### src/rtl/i2c_codec_responder_pkg.sv
// Shared definitions for the I2C codec register responder: FSM states,
// register-file geometry and the power-on register defaults table.
package i2c_codec_responder_pkg;

  typedef enum logic [2:0] {
    ST_IDLE   = 3'd0,
    ST_ADDR   = 3'd1,
    ST_ACK_A  = 3'd2,
    ST_HI     = 3'd3,
    ST_ACK_H  = 3'd4,
    ST_LO     = 3'd5,
    ST_ACK_L  = 3'd6,
    ST_IGNORE = 3'd7
  } state_e;

  localparam int         NUM_REGS      = 10;
  localparam logic [6:0] REG_RESET_IDX = 7'd15;

  // Default contents of the codec register file, indexed 0..NUM_REGS-1.
  function automatic logic [8:0] reg_default(input logic [3:0] idx);
    logic [8:0] val;
    case (idx)
      4'd0:    val = 9'h097;
      4'd1:    val = 9'h097;
      4'd2:    val = 9'h079;
      4'd3:    val = 9'h079;
      4'd4:    val = 9'h00A;
      4'd5:    val = 9'h008;
      4'd6:    val = 9'h09F;
      4'd7:    val = 9'h00A;
      4'd8:    val = 9'h000;
      4'd9:    val = 9'h000;
      default: val = 9'h000;
    endcase
    return val;
  endfunction

endpackage

### src/rtl/i2c_codec_responder_edge_detect.sv
// Synchronizes the raw SCL/SDA pins into the clk domain and derives
// single-clk pulses for SCL rise/fall and the START/STOP bus conditions.
module i2c_edge_detect #(
  parameter int SYNC_STAGES = 2
) (
  input  logic clk,
  input  logic reset,
  input  logic scl_i,
  input  logic sda_i,
  output logic sda_o,
  output logic scl_rise_o,
  output logic scl_fall_o,
  output logic start_o,
  output logic stop_o
);

  logic [SYNC_STAGES-1:0] scl_sync_q;
  logic [SYNC_STAGES-1:0] sda_sync_q;
  logic                   scl_prev_q;
  logic                   sda_prev_q;
  logic                   scl_s;
  logic                   sda_s;

  // Synchronizer chains preset to the idle-bus level, plus one history flop each.
  always_ff @(posedge clk or posedge reset) begin
    if (reset) begin
      scl_sync_q <= '1;
      sda_sync_q <= '1;
      scl_prev_q <= 1'b1;
      sda_prev_q <= 1'b1;
    end else begin
      scl_sync_q[0] <= scl_i;
      sda_sync_q[0] <= sda_i;
      for (int i = 1; i < SYNC_STAGES; i++) begin
        scl_sync_q[i] <= scl_sync_q[i-1];
        sda_sync_q[i] <= sda_sync_q[i-1];
      end
      scl_prev_q <= scl_s;
      sda_prev_q <= sda_s;
    end
  end

  assign scl_s = scl_sync_q[SYNC_STAGES-1];
  assign sda_s = sda_sync_q[SYNC_STAGES-1];

  // SDA may only move while SCL is low, so an SDA edge with SCL held high is a bus condition.
  assign sda_o      = sda_s;
  assign scl_rise_o = scl_s & ~scl_prev_q;
  assign scl_fall_o = ~scl_s & scl_prev_q;
  assign start_o    = scl_s & scl_prev_q & sda_prev_q & ~sda_s;
  assign stop_o     = scl_s & scl_prev_q & ~sda_prev_q & sda_s;

endmodule

### src/rtl/i2c_codec_responder.sv
// Write-only I2C responder for a codec-style register file: accepts
// address + (HI, LO) word pairs, ACKs them, and updates a small register file.
module i2c_codec_responder
  import i2c_codec_responder_pkg::*;
#(
  parameter logic [6:0] DEV_ADDR    = 7'h1A,
  parameter int         SYNC_STAGES = 2
) (
  input  logic       clk,
  input  logic       reset,
  input  logic       i2c_sclk,
  input  logic       i2c_sdat_in,
  output logic       sdat_pull_low,
  output logic       wr_valid,
  output logic [6:0] wr_addr,
  output logic [8:0] wr_data,
  input  logic [3:0] rd_index,
  output logic [8:0] rd_value,
  output logic [7:0] frame_count,
  output logic       nack_seen
);

  logic       sda_s;
  logic       scl_rise_s;
  logic       scl_fall_s;
  logic       start_s;
  logic       stop_s;

  state_e     state_q;
  logic [2:0] bit_cnt_q;
  logic [6:0] shift_q;
  logic [7:0] hi_q;
  logic       ack_drive_q;
  logic       pull_low_q;
  logic       wr_valid_q;
  logic [6:0] wr_addr_q;
  logic [8:0] wr_data_q;
  logic [7:0] frame_count_q;
  logic       nack_seen_q;
  logic [8:0] regs_q [NUM_REGS];
  logic [7:0] byte_d;

  i2c_edge_detect #(
    .SYNC_STAGES(SYNC_STAGES)
  ) u_edge (
    .clk        (clk),
    .reset      (reset),
    .scl_i      (i2c_sclk),
    .sda_i      (i2c_sdat_in),
    .sda_o      (sda_s),
    .scl_rise_o (scl_rise_s),
    .scl_fall_o (scl_fall_s),
    .start_o    (start_s),
    .stop_o     (stop_s)
  );

  // The byte as it will stand once the current SCL-rise sample is shifted in.
  assign byte_d = {shift_q, sda_s};

  // Protocol FSM: STOP beats START beats per-state bit handling.
  always_ff @(posedge clk or posedge reset) begin
    if (reset) begin
      state_q     <= ST_IDLE;
      bit_cnt_q   <= 3'd0;
      shift_q     <= 7'd0;
      hi_q        <= 8'd0;
      ack_drive_q <= 1'b0;
      pull_low_q  <= 1'b0;
      wr_valid_q  <= 1'b0;
      wr_addr_q   <= 7'd0;
      wr_data_q   <= 9'd0;
      nack_seen_q <= 1'b0;
    end else begin
      wr_valid_q <= 1'b0;
      if (stop_s) begin
        state_q     <= ST_IDLE;
        bit_cnt_q   <= 3'd0;
        ack_drive_q <= 1'b0;
        pull_low_q  <= 1'b0;
      end else if (start_s) begin
        state_q     <= ST_ADDR;
        bit_cnt_q   <= 3'd0;
        ack_drive_q <= 1'b0;
        pull_low_q  <= 1'b0;
      end else begin
        case (state_q)
          ST_ADDR, ST_HI, ST_LO: begin
            if (scl_rise_s) begin
              shift_q   <= byte_d[6:0];
              bit_cnt_q <= bit_cnt_q + 3'd1;
              if (bit_cnt_q == 3'd7) begin
                if (state_q == ST_ADDR) begin
                  if ((byte_d[7:1] == DEV_ADDR) && (byte_d[0] == 1'b0)) begin
                    state_q <= ST_ACK_A;
                  end else begin
                    state_q     <= ST_IGNORE;
                    nack_seen_q <= 1'b1;
                  end
                end else if (state_q == ST_HI) begin
                  hi_q    <= byte_d;
                  state_q <= ST_ACK_H;
                end else begin
                  wr_valid_q <= 1'b1;
                  wr_addr_q  <= hi_q[7:1];
                  wr_data_q  <= {hi_q[0], byte_d};
                  state_q    <= ST_ACK_L;
                end
              end
            end
          end
          ST_ACK_A, ST_ACK_H, ST_ACK_L: begin
            // First fall after bit 8 starts the ACK slot, the next fall ends it.
            if (scl_fall_s) begin
              if (!ack_drive_q) begin
                ack_drive_q <= 1'b1;
                pull_low_q  <= 1'b1;
              end else begin
                ack_drive_q <= 1'b0;
                pull_low_q  <= 1'b0;
                state_q     <= (state_q == ST_ACK_H) ? ST_LO : ST_HI;
              end
            end
          end
          ST_IDLE, ST_IGNORE: begin
            pull_low_q <= 1'b0;
          end
          default: begin
            state_q    <= ST_IDLE;
            pull_low_q <= 1'b0;
          end
        endcase
      end
    end
  end

  // Register file and word counter, updated one clk after each accepted word.
  always_ff @(posedge clk or posedge reset) begin
    if (reset) begin
      frame_count_q <= 8'd0;
      for (int i = 0; i < NUM_REGS; i++) begin
        regs_q[i] <= reg_default(4'(i));
      end
    end else if (wr_valid_q) begin
      frame_count_q <= frame_count_q + 8'd1;
      if (wr_addr_q <= 7'd9) begin
        regs_q[wr_addr_q[3:0]] <= wr_data_q;
      end else if (wr_addr_q == REG_RESET_IDX) begin
        for (int i = 0; i < NUM_REGS; i++) begin
          regs_q[i] <= reg_default(4'(i));
        end
      end else begin
        frame_count_q <= frame_count_q + 8'd1;
      end
    end else begin
      frame_count_q <= frame_count_q;
    end
  end

  // Readback mux; indices past the register file read as zero.
  always_comb begin
    rd_value = 9'd0;
    if (rd_index <= 4'd9) begin
      rd_value = regs_q[rd_index];
    end else begin
      rd_value = 9'd0;
    end
  end

  assign sdat_pull_low = pull_low_q;
  assign wr_valid      = wr_valid_q;
  assign wr_addr       = wr_addr_q;
  assign wr_data       = wr_data_q;
  assign frame_count   = frame_count_q;
  assign nack_seen     = nack_seen_q;

endmodule

### config.mk
export PLATFORM = sky130hd
export DESIGN_NAME = i2c_codec_responder
export DESIGN_NICKNAME = d
export VERILOG_FILES = /design/src/rtl/i2c_codec_responder_pkg.sv /design/src/rtl/i2c_codec_responder_edge_detect.sv /design/src/rtl/i2c_codec_responder.sv
export SDC_FILE = /design/constraint.sdc
export NUM_CORES = 1
export LEC_CHECK = 0
export CAP_MARGIN = 25
export CORE_MARGIN = 3
export CORE_UTILIZATION = 60
export CTS_CLUSTER_SIZE = 8
export DETAILED_ROUTE_END_ITERATION = 7
export DONT_BUFFER_PORTS = 1
export PLACE_DENSITY_LB_ADDON = 0.1
export SYNTH_ARGS = -nofsm -noshare
export SYNTH_HDL_FRONTEND = slang
export SYNTH_SLANG_ARGS = --single-unit
### constraint.sdc
create_clock -name clk -period 6.95 [get_ports clk]
set_clock_uncertainty 0.1 [all_clocks]
set_input_delay 1.39 -clock clk [delete_from_list [all_inputs] [get_ports clk]]
set_output_delay 1.39 -clock clk [all_outputs]
set_load 0.01 [all_outputs]
## Word level (Yosys, flattened, before mapping)

Index checks and enable logic that the tools add are counted.

- Eq/ne operators: 14
- Muxes and demuxes: 39
- Bitwise logic cells: 18
- Add/subtract/negate cells: 2
- $lt $le $gt $ge: 5
- Reductions and logical operators: 22

Operator list:

| cell | number |
|---|---|
| $mux 90 | 2 |
| $bwmux 90 | 1 |
| $mux 3 | 13 |
| $bmux 9 s4 | 1 |
| $demux 9 s4 | 1 |
| $mux 9 | 4 |
| $reduce_and 7->1 | 3 |
| $ne 4x4->1 const B | 4 |
| $eq 3x3->1 const B | 5 |
| $mux 1 | 14 |
| $reduce_bool 3->1 | 4 |
| $ge 5x5->1 const B | 2 |
| $not 4->5 | 2 |
| $not 1->1 | 9 |
| $add 8x1->8 const B | 1 |
| $reduce_and 2->1 | 4 |
| $reduce_bool 4->1 | 2 |
| $and 1x1->1 | 7 |
| $eq 7x4->1 const B | 1 |
| $eq 7x5->1 const B | 1 |
| $le 7x4->1 const B | 1 |
| $eq 3x2->1 const B | 2 |
| $pmux 3 s2 | 1 |
| $reduce_or 3->1 | 2 |
| other kinds (12) | 13 |

- Register bits after elaboration: 145
- Input port bits: 8

## Depth between registers and ports, before layout

Gate-level depths: netlist of the first run.

- Depth after elaboration: 9
- Mapped depth: 7

## By module

From an unflattened synthesis of the first run, not the netlist that was laid out.

- Cell total of the unflattened synthesis: 538
- Area total of the unflattened synthesis: 6705.2 µm²

By module, submodules not included:

| module | area an instance (µm²) | cells an instance | times used |
|---|---|---|---|
| i2c_codec_responder | 6511.2 | 527 | 1 |
| i2c_edge_detect | 193.9 | 11 | 1 |

## Worst setup path after synthesis of the first run

OpenSTA, ideal clock, no wires.

- Path type: in2out
- From: in rd_index[0]
- To: out rd_value[4]
- Setup slack: 2833 ps
- Data required time: 5460 ps
- Data arrival time: 2627 ps
- Path buffers: 2
- Stages on the path: 5
- Path through: buf_2 > buf_2 > mux4_2 > nand3_1 > o21ai_0

- Longest elaborated chain between the ends: 5

RTL lines:

| element | RTL line | text |
|---|---|---|
| start: declaration | i2c_codec_responder.sv:17 | `input logic [3:0] rd_index,` |
| $not 4->5 (not written as such) | i2c_codec_responder.sv:163 | `rd_value = regs_q[rd_index];` |
| $bmux 9 s4 | i2c_codec_responder.sv:163 |  |
| $mux 9 (not written as such) (2 in series) | i2c_codec_responder.sv:163 |  |
| $mux 9 * | i2c_codec_responder.sv:162 | `if (rd_index <= 4'd9) begin` |
| end: declaration | i2c_codec_responder.sv:18 | `output logic [8:0] rd_value,` |

Every way passes the cells marked *; elsewhere a longest branch is shown, timed or not. The select of a mux whose other input is x is not followed.

## Worst setup path after layout of the first run

- From: in rd_index[1]
- To: out rd_value[4]

The elaborated chain is that of the path after synthesis.

==> results.toml, run 1 <==
[clocking]
htreeDepth = 4
clk_latency_ns = 0.54
ctsResizeCount = 0
cts_setup_buffers = 0
clk_path_buf_depth = 2
cts.clk_slew.worst_paths_ns = 0.06
cts_made_buffers = 17
cts-root-buf = "clkbuf_8"
cts_tree = "built"
ctsHoldBuffers = 0
cts_sinks = 145

[final_layout]
antenna_cells = 0
post-route-util = 0.691
drive_above_1_share = 0.257
num-fill-cells = 743
nets = 508
syn2layout_area_growth_pct = 11.0

[placed_design]
gp_congestion = 0.891
io_buffers = 0
dp.final_hpwl_um = 10400

[outcome]
outcome = "complete, no violations"

[global_route]
gr-usage-met1 = 0.377
grt_first_pass_wirelength_um = 24700
grt_max_degree = 83
grt_overflow = 0
use_met2 = 0.421
busiest_layer = "met2"
grt_pass1_vias = 4277
use_met3 = 0.101
grt_usage = 0.285
antenna_found_initial = 0

[critical_path]
reg2reg_depth = 4
end_kind = "primary output"
cp-startpoint = "rd_index[1]"
critical-path-slowest-cell = "o21ai_0"
cp_cell_sequence = "nand2b_1, nor2_1, a21oi_1, o21ai_0"
critPathBufInv = 0
worstSetupPathDepth = 4
worstSetupPathType = "in -> out"
r2r-end = "regs_q[37]"
cp.required_ns = 5.46
start_kind = "primary input"
reg2reg_from = "wr_valid"
crit_fanout = 19
critPathMaxStageDelay_ns = 0.46
crit_arrival_ns = 2.32
cp_top_family = "compound AO/OA/AOI/OAI gates"
regToRegSetupSlack_ns = 4.20

[floorplan]
die_h_um = 110
start_util = 0.622
rows = 37
die_w_um = 110
die_area_um2 = 12100
ios = 44
core_um2 = 10400

[synth]
syn_nets = 517
avgSynthCellArea_um2 = 12.8
yosysMostFrequentCell = "dfrtp_1"
synthArstFlopShare = 1.00
netlist.area_leader.share = 0.417
netlist-cell-type-count = 55
ys_warn_count = 0
synthTopCellsByCount = "108 x dfrtp_1, 61 x a22o_1, 37 x dfstp_2, 34 x nand2_1, 27 x mux2_2"
synth-edff-count = 0
syn_inst = 506
synth_area_um2 = 6480
ys_top_cells_by_area = "dfrtp_1 42%, dfstp_2 15%, a22o_1 8.2%"
synthFlopType = "dfrtp_1"
yosysSeqAreaShare = 0.567
yosysTopAreaCell = "dfrtp_1"
ys_seq_elements = 145

[timing]
fin_tns_setup_ns = 0
hold_viol = 0
finalSetupViolations = 0
period_needed_ns = 3.81
worst_pin_slew_ns = 0.984
hold_ws_ns = 0.257
maxSlewHeadroom = 0.342
grt_setup_unrepaired = "no"
fin_crit_sh = 0.549
drv_slew = 0
max_freq_mhz = 262

[hold_path]
worstHoldPathType = "reg -> reg"
hp-start = "u_edge.scl_sync_q[0]"
worstHoldEndpoint = "u_edge.scl_sync_q[1]"
hold_depth = 0

[flow_run]
max-cap-violations = 0

[power]
powerDensity_nw_per_um2 = 269
power_mw = 1.93
power_leakage_nw = 3.15
irDropWorstVdd_mv = 0.214

[routing]
ant_nets = 0
vias = 4316
wl_per_cell_um = 23.8
route.detailed.drc = 0
drtPass1Iterations = 5
drt-initial-drc-count = 551
routed_wl_um = 15400
vias_per_cell = 6.68
[through the flow]
step           worst slack (ns)  cell area, um^2  instances
2_1_floorplan              1.63             6480        506
4_1_cts                    3.18             7170        645
3_3_place_gp               3.19             6540        612
6_report                   3.14             7190        646
5_1_grt                    3.06             7190        646
3_5_place_dp               3.19             6540        613
[worst max path at each step]
stage | end | slack [ns]
after detailed placement | rd_value[5] | 3.19
after global routing | rd_value[3] | 3.06
after CTS | rd_value[6] | 3.18
after floorplan | ack_drive_q | 1.63
after global placement | rd_value[5] | 3.19
final | rd_value[4] | 3.14
[cells by family after synthesis]
group / Yosys count / synth area share
muxes: 56 / 0.127
buffers and inverters: 38 / 0.0237
DFF: 145 / 0.567
and+or+nand+nor: 126 / 0.108
AOI/OAI and AO/OA: 128 / 0.156
xor gates and xnor gates: 10 / 0.0135
adders and majority gates: 3 / 0.00579
[per-layer routing]
metal | vias to the layer above | share of wire
met5 | - | 0
li1 | 1882 | -
met2 | 196 | 0.47
met1 | 2200 | 0.41
met4 | 0 | 0.035
met3 | 38 | 0.085
[report_power, final]
| part | switching, mW | total [mW] | leakage, nW | internal, mW |
|---|---|---|---|---|
| registers | 0.0226 | 0.890 | 1.89 | 0.867 |
| clock network | 0.342 | 0.969 | 0.310 | 0.627 |
| logic | 0.0412 | 0.0739 | 0.950 | 0.0328 |
| total | 0.406 | 1.93 | 3.15 | 1.53 |
[layout by cell type, fill, tap and decap left out, types with 6 or more instances in the layout]
cell       Yosys  routed
a21oi_1       14      14
a22o_1        61      61
and3_1         6       6
clkbuf_16      0      16
dfrtp_1      108     108
dfstp_2       37      37
mux2_2        27      27
mux2i_1        9       9
mux4_2        18      18
nand2_1       34      34
nand3_1       14      14
nor2_1        26      26
nor3_1         7       7
o21ai_0       14      14
o22a_1        23      23
xnor2_1        6       6
[sequential cells by signal, indices dropped and copies added (netlist names)]
| register | count |
|---|---|
| regs_q | 90 |
| wr_data | 9 |
| frame_count | 8 |
| hi_q | 8 |
| shift_q | 7 |
| wr_addr | 7 |
| bit_cnt_q | 3 |
| state_q | 3 |
| u_edge.scl_sync_q | 2 |
| u_edge.sda_sync_q | 2 |
| ack_drive_q | 1 |
| nack_seen | 1 |
| sdat_pull_low | 1 |
| u_edge.scl_prev_q | 1 |
| u_edge.sda_prev_q | 1 |
| wr_valid | 1 |
[final cells by class]
cell class / count / area, um^2 / area share
tap: 136 / 170 / 0.0237
inverter: 7 / 31.3 / 0.00435
sequential: 145 / 3670 / 0.511
timing repair buffer: 3 / 40.0 / 0.00557
multi-input combinational: 323 / 2650 / 0.369
clock inverter: 11 / 184 / 0.0256
clock buffer: 21 / 439 / 0.0611
[worst reg2reg max path, cell delays in order, from the launching register on]
cell,delay [ns]
dfrtp_1,0.56
nor4b_2,0.87
nand3b_1,0.38
nor2_2,0.52
a22o_1,0.26
Power figures use the tool's default switching activity.
==> inputs of run 2 (changes only) <==
==> constraint.sdc (replaced) <==
create_clock -name clk -period 3.9 [get_ports clk]
set_clock_uncertainty 0.1 [all_clocks]
set_input_delay 0.78 -clock clk [delete_from_list [all_inputs] [get_ports clk]]
set_output_delay 0.78 -clock clk [all_outputs]
set_load 0.01 [all_outputs]
==> run 2 against run 1 <==
Utilization decreased by 0.46 points. Final area down 0.66%. Clock power up 58%. Final cell count increased by 0.15%. Critical path type is now reg -> out. Largest cell class unchanged.
==> results.toml, run 2 (synthesized netlist as in run 1, its figures left out) <==
[global_route]
grt_first_pass_wirelength_um = 24000
grt_pass1_vias = 4348
grt_usage = 0.274
antenna_found_initial = 0
grt_max_degree = 59
grt_overflow = 0

[timing]
drv_slew = 0
worst_pin_slew_ns = 1.01
maxSlewHeadroom = 0.323
period_needed_ns = 2.70
max_freq_mhz = 370
finalSetupViolations = 0
hold_viol = 0
fin_tns_setup_ns = 0
grt_setup_unrepaired = "no"
fin_crit_sh = 0.693

[hold_path]
worstHoldPathType = "in -> async"

[critical_path]
start_kind = "flip-flop"
crit_fanout = 2
crit_arrival_ns = 1.82
cp_cell_sequence = "mux4_2, a21oi_1, o21ai_0"
critical-path-slowest-cell = "dfstp_2"
worstSetupPathType = "reg -> out"
cp.required_ns = 3.02
end_kind = "primary output"
critPathMaxStageDelay_ns = 0.53

[routing]
vias = 4345
ant_nets = 0
drt-initial-drc-count = 455
route.detailed.drc = 0
wl_per_cell_um = 23.6
vias_per_cell = 6.72
routed_wl_um = 15300
drtPass1Iterations = 6

[power]
p_clk_frac = 0.470
p_sw_frac = 0.217
netSwitchingPower_uw = 705
powerDensity_nw_per_um2 = 455
seq_power_share = 0.488
irDropWorstVdd_mv = 0.401
p_int_mw = 2.55
power_leakage_nw = 3.12
pwr-share-comb = 0.041

[floorplan]
die_h_um = 110
ios = 44
die_area_um2 = 12100
die_w_um = 110
rows = 37
start_util = 0.622
core_um2 = 10400

[placed_design]
io_buffers = 0
dp.final_hpwl_um = 10400
gp_congestion = 0.901

[final_layout]
drive_above_1_share = 0.252
nets = 509
antenna_cells = 0
largest_reg_flops = 90
layout_commonest_cell = "dfrtp_1"
syn2layout_area_growth_pct = 10.2
final_cell_mix = "108 x dfrtp_1, 61 x a22o_1, 37 x dfstp_2"
top_register = "regs_q"
num-fill-cells = 750
post-route-util = 0.686

[clocking]
cts_tree = "built"
htreeDepth = 4
cts_sinks = 145
ctsResizeCount = 0
cts_setup_buffers = 0
clk_path_buf_depth = 2
cts_made_buffers = 17
cts-root-buf = "clkbuf_8"
cts.clk_slew.worst_paths_ns = 0.06
ctsHoldBuffers = 0
clk_latency_ns = 0.54

[flow_run]
max-cap-violations = 0

[outcome]
outcome = "complete, no violations"
[run 2: cell type report]
cell class / count / area, um^2 / share of cell area
Clock inverter: 7 / 85.1 / 0.0119
Tap cell: 136 / 170 / 0.0238
Timing Repair Buffer: 4 / 67.6 / 0.00946
Inverter: 7 / 30.0 / 0.00420
Multi-Input combinational cell: 323 / 2650 / 0.371
Sequential cell: 145 / 3670 / 0.514
Clock buffer: 25 / 464 / 0.0650
[run 2: worst paths after layout]
path / startpoint / end / slack (ns) / cells past startpoint
min reg2reg: u_edge.sda_sync_q[0] / u_edge.sda_sync_q[1] / 0.26 / 0
max: regs_q[59] / rd_value[5] / 1.20 / 3
max in group asynchronous: reset / u_edge.sda_prev_q / 2.75 / 3
min in group clk: i2c_sdat_in / u_edge.sda_sync_q[0] / 0.14 / 0
max reg2reg: wr_valid / regs_q[18] / 1.21 / 4
min: reset / regs_q[36] / 0.04 / 1
[run 2: stage by stage]
stage,total power [mW],hold slack [ns],setup WS [ns],cell area (um^2),instances
after floorplan,1.72,0.245,1.00,6490,506
after global placement,1.74,0.246,1.30,6580,614
after detailed placement,1.75,0.251,1.23,6580,614
after CTS,3.27,0.121,1.20,7130,646
after global routing,3.37,0.0593,0.912,7150,647
final,3.25,0.0440,1.20,7150,647
[run 2: metal layers]
metal  global-route usage  up-vias  share of wire
met5                    0        -              0
met4               0.0953        0          0.020
met3                0.110       35          0.097
met2                0.408      208           0.47
met1                0.365     2227           0.42
li1                     -     1875              -
[run 2: critical path: cells and delay by family (launching register included)]
| family | cells | cell delay (ns) |
|---|---|---|
| mux | 1 | 0.22 |
| flops | 1 | 0.53 |
| compound gates | 2 | 0.54 |
[run 2: power by group through the flow]
stage | clock [mW] | sequential, mW | combinational (mW)
2_1_floorplan | 0 | 1.60 | 0.118
3_3_place_gp | 0 | 1.61 | 0.130
3_5_place_dp | 0 | 1.61 | 0.134
4_1_cts | 1.55 | 1.59 | 0.135
5_1_grt | 1.62 | 1.59 | 0.153
6_report | 1.53 | 1.59 | 0.135
